--- config.mk ---
export PLATFORM = sky130hd
export DESIGN_NAME = post_adder_preg
export DESIGN_NICKNAME = d
export VERILOG_FILES = /design/src/rtl/dsp_pkg.sv /design/src/rtl/dsp_pattern_detect.sv /design/src/rtl/post_adder_preg.sv
export SDC_FILE = /design/constraint.sdc
export NUM_CORES = 1
export LEC_CHECK = 0
export BUFFER_PORTS_ARGS = -buffer_cell sky130_fd_sc_hd__clkbuf_2
export CAP_MARGIN = 20
export CELL_PAD_IN_SITES_DETAIL_PLACEMENT = 1
export CELL_PAD_IN_SITES_GLOBAL_PLACEMENT = 2
export CORE_ASPECT_RATIO = 0.7
export CORE_UTILIZATION = 37
export CTS_BUF_LIST = sky130_fd_sc_hd__clkbuf_8
export DETAILED_ROUTE_END_ITERATION = 6
export PLACE_DENSITY_LB_ADDON = 0.05
export SLEW_MARGIN = 20
export SYNTH_ARGS = -nofsm -noshare
export SYNTH_HDL_FRONTEND = slang
export SYNTH_SLANG_ARGS = --single-unit
--- constraint.sdc ---
create_clock -name CLK -period 17.7 [get_ports CLK]
set_clock_uncertainty 0.2 [all_clocks]
set_input_delay 3.54 -clock CLK [delete_from_list [all_inputs] [get_ports CLK]]
set_output_delay 3.54 -clock CLK [all_outputs]
set_load 0.02 [all_outputs]
--- src/rtl/dsp_pkg.sv ---
// Shared definitions for the DSP slice datapath: operand width and ALU_MODE encodings.
package dsp_pkg;

  localparam int unsigned DATA_W = 48;

  typedef enum logic [3:0] {
    ALU_ADD  = 4'b0000,
    ALU_SUBZ = 4'b0001,
    ALU_NOT  = 4'b0010,
    ALU_ZSUB = 4'b0011
  } alu_mode_e;

endpackage

--- src/rtl/dsp_pattern_detect.sv ---
// Combinational pattern / inverted-pattern compare of a P value; MASK bits set to 1 are ignored.
module dsp_pattern_detect
  import dsp_pkg::*;
#(
  parameter logic [DATA_W-1:0] PATTERN = '0,
  parameter logic [DATA_W-1:0] MASK    = 48'h3FFF_FFFF_FFFF
) (
  input  logic [DATA_W-1:0] value,
  output logic              pd,
  output logic              pbd
);

  always_comb begin
    pd  = ((value ^ PATTERN) & ~MASK) == '0;
    pbd = ((value ^ ~PATTERN) & ~MASK) == '0;
  end

endmodule

--- src/rtl/post_adder_preg.sv ---
// Second-stage adder/subtracter of the DSP slice: control registers, 49-bit adder,
// P/flag registers with pattern history and optional autoreset on pattern detect.
module post_adder_preg
  import dsp_pkg::*;
#(
  parameter int unsigned       PREG             = 1,
  parameter int unsigned       ALUMODEREG       = 1,
  parameter int unsigned       CARRYINREG       = 1,
  parameter logic [DATA_W-1:0] PATTERN          = 48'h0,
  parameter logic [DATA_W-1:0] MASK             = 48'h3FFF_FFFF_FFFF,
  parameter int unsigned       AUTORESET_PATDET = 0
) (
  input  logic              CLK,
  input  logic              RST,
  input  logic              CEP,
  input  logic              CECTRL,
  input  logic              CECARRYIN,
  input  logic [DATA_W-1:0] X_MUX_OUT,
  input  logic [DATA_W-1:0] Y_MUX_OUT,
  input  logic [DATA_W-1:0] Z_MUX_OUT,
  input  logic [3:0]        ALU_MODE,
  input  logic              CARRY_IN,
  output logic [DATA_W-1:0] P,
  output logic              CARRY_OUT,
  output logic              PATTERN_DETECT,
  output logic              PATTERN_B_DETECT,
  output logic              OVERFLOW,
  output logic              UNDERFLOW
);

  logic [3:0]        mode_r;
  logic              cin_r;
  logic [3:0]        mode_eff;
  logic              cin_eff;
  logic [DATA_W-1:0] xy;
  logic [DATA_W:0]   sum;
  logic [DATA_W-1:0] alu_res;
  logic              alu_co;
  logic              ar_hit;
  logic [DATA_W-1:0] nxt_p;
  logic              nxt_co;
  logic              pd_n;
  logic              pbd_n;

  logic [DATA_W-1:0] p_r;
  logic              co_r;
  logic              pd_r;
  logic              pbd_r;
  logic              of_r;
  logic              uf_r;

  always_ff @(posedge CLK or posedge RST) begin
    if (RST) begin
      mode_r <= ALU_ADD;
      cin_r  <= 1'b0;
    end else begin
      if (CECTRL)    mode_r <= ALU_MODE;
      if (CECARRYIN) cin_r  <= CARRY_IN;
    end
  end

  assign mode_eff = (ALUMODEREG != 0) ? mode_r : ALU_MODE;
  assign cin_eff  = (CARRYINREG != 0) ? cin_r  : CARRY_IN;
  assign xy       = X_MUX_OUT + Y_MUX_OUT + {{(DATA_W-1){1'b0}}, cin_eff};

  always_comb begin
    sum     = '0;
    alu_res = '0;
    alu_co  = 1'b0;
    case (mode_eff)
      ALU_ADD: begin
        sum     = {1'b0, Z_MUX_OUT} + {1'b0, xy};
        alu_res = sum[DATA_W-1:0];
        alu_co  = sum[DATA_W];
      end
      ALU_ZSUB: begin
        sum     = {1'b0, Z_MUX_OUT} + {1'b0, ~xy} + {{DATA_W{1'b0}}, 1'b1};
        alu_res = sum[DATA_W-1:0];
        alu_co  = sum[DATA_W];
      end
      ALU_SUBZ: begin
        sum     = {1'b0, ~Z_MUX_OUT} + {1'b0, xy};
        alu_res = sum[DATA_W-1:0];
        alu_co  = sum[DATA_W];
      end
      ALU_NOT: begin
        sum     = {1'b0, Z_MUX_OUT} + {1'b0, xy};
        alu_res = ~sum[DATA_W-1:0];
        alu_co  = sum[DATA_W];
      end
      default: begin
        sum     = '0;
        alu_res = '0;
        alu_co  = 1'b0;
      end
    endcase
  end

  // Autoreset only exists with a registered P; it overrides the fresh sum.
  assign ar_hit = (AUTORESET_PATDET != 0) && (PREG != 0) && pd_r;
  assign nxt_p  = ar_hit ? '0   : alu_res;
  assign nxt_co = ar_hit ? 1'b0 : alu_co;

  dsp_pattern_detect #(
    .PATTERN (PATTERN),
    .MASK    (MASK)
  ) u_patdet (
    .value (nxt_p),
    .pd    (pd_n),
    .pbd   (pbd_n)
  );

  always_ff @(posedge CLK or posedge RST) begin
    if (RST) begin
      p_r   <= '0;
      co_r  <= 1'b0;
      pd_r  <= 1'b0;
      pbd_r <= 1'b0;
      of_r  <= 1'b0;
      uf_r  <= 1'b0;
    end else if (CEP) begin
      p_r   <= nxt_p;
      co_r  <= nxt_co;
      pd_r  <= pd_n;
      pbd_r <= pbd_n;
      of_r  <= pd_r & ~pd_n & ~pbd_n;
      uf_r  <= pbd_r & ~pd_n & ~pbd_n;
    end
  end

  assign P                = (PREG != 0) ? p_r   : nxt_p;
  assign CARRY_OUT        = (PREG != 0) ? co_r  : nxt_co;
  assign PATTERN_DETECT   = (PREG != 0) ? pd_r  : pd_n;
  assign PATTERN_B_DETECT = (PREG != 0) ? pbd_r : pbd_n;
  assign OVERFLOW         = (PREG != 0) ? of_r  : 1'b0;
  assign UNDERFLOW        = (PREG != 0) ? uf_r  : 1'b0;

endmodule

* Yosys cells after proc, flatten, opt, wreduce, memory -nomap -nowiden *
Index checks and enable logic that the tools add are counted.

storage, ports and cells
  register bits after elaboration = 58
  bits of input ports = 154
  output and inout bits = 53
  logic and storage cells = 33

operators by class
  $add $sub $neg = 6
  equality and inequality tests = 3
  mux-type cells = 2
  bitwise logic cells = 10
  reduce and logical (&&, ||, !) cells = 4

operators by type and width
  operator                                        count
  NOT 48 bit                                      4
  case mux 48 bit (4 select lines)                1
  adder 48 x 48 -> 49 bit                         3
  zero test 48 bit                                2
  adder 49 x 1 -> 49 bit (second input constant)  1
  adder 48 x 1 -> 48 bit                          1
  adder 48 bit                                    1
  == test 4 x 2 -> 1 bit (second input constant)  2
  AND 1 bit                                       4
  == test 4 x 1 -> 1 bit (second input constant)  1
  zero test 4 bit                                 1
  case mux 1 bit (3 select lines)                 1
  NOT 1 bit                                       2
  OR reduction 2 bit                              1

* Longest topological paths before layout *
  depth after elaboration = 10
  depth in mapped cells = 27
  gate-level depth less buffers = 26

* Hierarchy *
From an unflattened synthesis, not the netlist that was laid out.

second synthesis, totals
  cells, all modules = 2042
  area total of the unflattened synthesis = 14151.1 sq um

by module, submodules not included
  module              times used  cells an instance  area each (sq um)  sequential area each (sq um)
  post_adder_preg     1           2040               14141.1            1451.4
  dsp_pattern_detect  1           2                  10.0               0.0

* Worst setup path before layout *
Ideal clock, no wire load.

  kind = input-to-reg
  start point = input X_MUX_OUT[0]
  end point = register of_r, in the netlist OVERFLOW
  library setup time = 0.095 ns
  arrival = 8.852 ns
  required time = 17.405 ns
  path slack = 8.553 ns
  cell stages on the path = 26
  path buffers = 0
  cell sequence = fa_1 > inv_1 > fa_1 > nor2b_1 > o21a_1 > o21ai_0 > a21oi_1 > a41o_1 > a31oi_1 > nor2_1 > or2_2 > a21o_1 > a21o_1 > xor2_1 > ha_1 > nor2b_1 > o21a_1 > or4b_1 > o21ai_2 > o22ai_1 > or2_4 > a211oi_4 > nor3_1 > o31ai_2 > xnor3_1 > o32ai_2

on the way
  longest elaborated chain between the ends = 10
  elaborated cells on any way between the ends = 16
  classes of those cells = 6 x add/sub; 1 x mux; 7 x bitwise; 2 x reduce/logical

RTL lines
  item                                            RTL line                                          source
  start, declared                                 post_adder_preg.sv:18                             input logic [DATA_W-1:0] X_MUX_OUT,
  adder 48 bit (*)                                post_adder_preg.sv:64                             assign xy = X_MUX_OUT + Y_MUX_OUT + {{(DATA_W-1){1'b0}}, cin_eff};
  adder 48 x 1 -> 48 bit (*)                      post_adder_preg.sv:64
  NOT 48 bit                                      post_adder_preg.sv:77                             sum = {1'b0, Z_MUX_OUT} + {1'b0, ~xy} + {{DATA_W{1'b0}}, 1'b1};
  adder 48 x 48 -> 49 bit                         post_adder_preg.sv:77
  adder 49 x 1 -> 49 bit                          post_adder_preg.sv:77
  case mux 48 bit (4 select lines) (*)            post_adder_preg.sv:70                             case (mode_eff)
  zero test 48 bit or NOT 48 bit (tied branches)  --
  NOT 1 bit or zero test 48 bit (tied branches)   post_adder_preg.sv:126, dsp_pattern_detect.sv:15
  AND 1 bit or NOT 1 bit (tied branches)          post_adder_preg.sv:126                            of_r <= pd_r & ~pd_n & ~pbd_n;
  AND 1 bit (*)                                   post_adder_preg.sv:126
  end signal, assigned                            post_adder_preg.sv:126
  end, declared                                   post_adder_preg.sv:49                             logic of_r;

Mark *: on every way between the ends. The rest lies on a longest branch, timed or not.
A chain may end at the register's enable or synchronous reset.

* Worst setup path in the final report *
  start point = input X_MUX_OUT[0]
  end point = register uf_r, in the netlist UNDERFLOW

on the way
  longest elaborated chain between the ends = 10
  elaborated cells on any way between the ends = 16
  classes of those cells = 6 x add/sub; 1 x mux; 7 x bitwise; 2 x reduce/logical

RTL lines
  item                                            RTL line                                          source
  adder 48 bit (*)                                post_adder_preg.sv:64
  adder 48 x 1 -> 48 bit (*)                      post_adder_preg.sv:64
  NOT 48 bit                                      post_adder_preg.sv:77
  adder 48 x 48 -> 49 bit                         post_adder_preg.sv:77
  adder 49 x 1 -> 49 bit                          post_adder_preg.sv:77
  case mux 48 bit (4 select lines) (*)            post_adder_preg.sv:70
  zero test 48 bit or NOT 48 bit (tied branches)  --
  NOT 1 bit or zero test 48 bit (tied branches)   post_adder_preg.sv:127, dsp_pattern_detect.sv:15
  AND 1 bit or NOT 1 bit (tied branches)          post_adder_preg.sv:127                            uf_r <= pbd_r & ~pd_n & ~pbd_n;
  AND 1 bit (*)                                   post_adder_preg.sv:127
  end signal, assigned                            post_adder_preg.sv:127
  end, declared                                   post_adder_preg.sv:50                             logic uf_r;

Marked as above.

==> results.json <==
{
  "outcome": "completed",
  "coreArea_mm2": 0.0362,
  "grt_pass1_wl_um": 94600,
  "start_util_pct": 37.9,
  "final_cell_mix": "a21oi_1 (213), clkbuf_2 (206), ha_1 (189)",
  "drc_errors": 0,
  "die-area_mm2": 0.0379,
  "hpwlAfterDp_um": 51900,
  "endpoint_kind": "register",
  "pwr_density_cell_mw_per_mm2": 101,
  "drt_wl_total_um": 62900,
  "placementRows": 58,
  "worstMarginPinSlew_ns": 0.929,
  "rsz0062_at_grt": "false",
  "p_leak_nw": 7.07,
  "cts.sinks": 58,
  "drt_iter0_drc": 1279,
  "portBuffers": 206,
  "avgSynthCellArea_um2": 7.15,
  "ant_nets": 0,
  "die-width_um": 232,
  "crit_buf_inv": 2,
  "clk_pin_slew_ns": 0.10,
  "drive_above_1_share_pct": 13.7,
  "area_delta_synth_final_pct": 11.6,
  "vdd_drop_max_v": 0.0000371,
  "hold_violations": 0,
  "setup_tns_ns": 0,
  "synth_nets": 2266,
  "syn-cell-area_mm2": 0.0137,
  "path_max_fanout": 11,
  "ctsRootBufferMaster": "clkbuf_8",
  "slew_headroom_pct": 37.8,
  "final_max_slew_viol_count": 0,
  "min_path_type": "reg2reg",
  "synth_seq_area_share_pct": 10.6,
  "max-clock-path-buffers": 2,
  "required_ns": 17.79,
  "cts_buffers": 9,
  "final.period_utilization_pct": 60.4,
  "grt_overflow": 0,
  "start_kind": "input port",
  "path_class": "in2reg",
  "finalSetupViolCount": 0,
  "firstDrtPassIters": 6,
  "max_freq_mhz": 93.5,
  "drv_cap": 0,
  "period_needed_ns": 10.69,
  "wl_per_cell_um": 24.7,
  "cts_setup_buffers": 0,
  "critPathMaxStageDelay_ns": 0.62,
  "cts_hold_buf": 0,
  "cp_top_family": "compound AO/OA/AOI/OAI gates",
  "die_y_um": 163,
  "ys_ff_latch": 58,
  "critPathArrivalTime_ns": 10.78,
  "gp_congestion": 0.990,
  "io_pins": 207,
  "grtUsageTotal_pct": 32.7,
  "ys.flop_type": "dfrtp_1",
  "vias": 15500,
  "syn_inst": 1919,
  "crit_top_cell": "a21oi_1",
  "ys_warn_count": 0,
  "vias_per_cell": 6.08,
  "grt_start_max_net_pins": 60,
  "cp_slowest_cell": "ha_1",
  "clk-insertion-delay-late_ns": 0.38,
  "synth_cell_types": 86,
  "cts_resized": 0,
  "fin_nets": 2404,
  "final_common_cell": "a21oi_1",
  "cts_tree": "done",
  "htree_num_levels": 3,
  "grt_pass1_vias": 15200,
  "synth-edff-count": 0,
  "antenna_found_initial": 2,
  "finalHoldWorstSlack_ns": 0.295,
  "synth-async-reset-ratio_pct": 100
}
==> layer usage <==
| metal | track usage (%) | vias to the layer above | wire length (µm) |
|---|---|---|---|
| met5 | 0 | - | 0 |
| met4 | 5.20 | 0 | 928 |
| met3 | 7.09 | 53 | 5650 |
| met2 | 46.0 | 602 | 24400 |
| met1 | 50.4 | 7571 | 31900 |
| li1 | - | 7237 | - |
==> cell type report <==
type | count | area [µm²]
timing repair buffer | 216 | 1110
fill | 4659 | 20900
clock buffer | 9 | 124
tap | 480 | 601
sequential | 58 | 1460
inverter | 157 | 589
clock inverter | 7 | 101
multi-input combinational | 1615 | 11300
antenna | 2 | 5.00
==> final timing paths <==
kind / start / to / slack, ns / cells past startpoint
hold / removal: P[3] / P[3] / 0.29 / 1
setup / recovery: X_MUX_OUT[0] / UNDERFLOW / 7.01 / 27
min in group asynchronous: RST / P[14] / 3.19 / 3
max in group asynchronous: RST / mode_eff[0] / 13.46 / 3
setup reg to reg: cin_eff / UNDERFLOW / 9.92 / 26
hold reg to reg: P[3] / P[3] / 0.29 / 1
==> sequential cells by signal, summed over array words and instances (netlist names) <==
name and count:
UNDERFLOW 1, PATTERN_B_DETECT 1, cin_eff 1, P 48
OVERFLOW 1, mode_eff 4, CARRY_OUT 1, PATTERN_DETECT 1
==> Yosys cell counts (7+ instances only) <==
master	instances	area, µm²
a21oi_1	213	1070
o21bai_1	51	383
clkbuf_1	66	248
a211oi_1	24	180
and2_1	9	56.3
o31a_1	8	70.1
nor3_1	38	190
a31oi_1	14	87.6
buf_2	10	50.1
nand2b_1	20	125
nor2_1	151	567
and3_1	9	56.3
mux2i_1	9	90.1
nand2_1	119	447
o22ai_1	11	68.8
or3_1	18	113
o21ai_0	138	691
o21a_1	22	165
nor2b_1	22	138
o2bb2ai_1	34	298
a21o_1	78	586
buf_1	12	45.0
inv_1	150	563
o31ai_1	25	188
dfrtp_1	58	1450
a21boi_0	9	67.6
xnor2_1	115	1010
a221oi_1	10	87.6
nand3_1	42	210
nand4_1	39	244
o211ai_1	23	173
xor2_1	29	254
o21ai_1	7	35.0
ha_1	189	2360
o221ai_1	9	78.8
nor4_1	9	56.3
or2_2	11	68.8
==> logic make-up (layout without fill, tap and decap cells) <==
family | after synthesis | in the layout | synth area share (%)
XOR/XNOR | 145 | 145 | 9.35
multiplexers | 13 | 13 | 0.984
AO/OA/AOI/OAI | 753 | 753 | 36.5
buffers and inverters | 246 | 389 | 6.87
AND/OR/NAND/NOR | 511 | 511 | 17.9
flip-flops | 58 | 58 | 10.6
other | 0 | 2 | 0
adder cells (fa/ha/maj) | 193 | 193 | 17.8
==> report_power, final <==
part           switching, mW  internal, mW
sequential            0.0227         0.159
clock                 0.0739        0.0802
combinational          0.821         0.396
total                  0.918         0.635
==> worst reg2reg max path, stage by stage (launching register included) <==
cell and delay [ns]:
dfrtp_1 0.39, fa_1 0.42, inv_1 0.09, fa_1 0.20, nor2b_1 0.06, o21a_1 0.18, o21ai_0 0.21, a21oi_1 0.22
a41o_1 0.39, a31oi_1 0.57, o31ai_1 0.17, a21oi_1 0.25, a21oi_1 0.11, o41ai_1 0.50, xnor2_1 0.22, ha_1 0.62
nand2_1 0.29, o21ai_0 0.60, a21o_1 0.22, a21oi_1 0.09, o21ai_0 0.42, a21oi_1 0.10, nand2_1 0.14, o2111ai_1 0.18
o31ai_2 0.13, xnor3_1 0.47, o32ai_1 0.25
==> stage by stage <==
stage	setup slack, ns	instance area [µm²]	power (mW)	std cells	utilization (%)
3_3_place_gp	6.83	15100	1.35	2526	41.7
5_1_grt	6.66	15300	1.65	2542	42.3
6_report	7.01	15300	1.55	2544	42.3
4_1_cts	7.09	15300	1.52	2542	42.3
2_1_floorplan	8.55	13700	0.957	1919	-
3_5_place_dp	6.69	15100	1.36	2526	41.7
(Power assumes the default switching activity.)
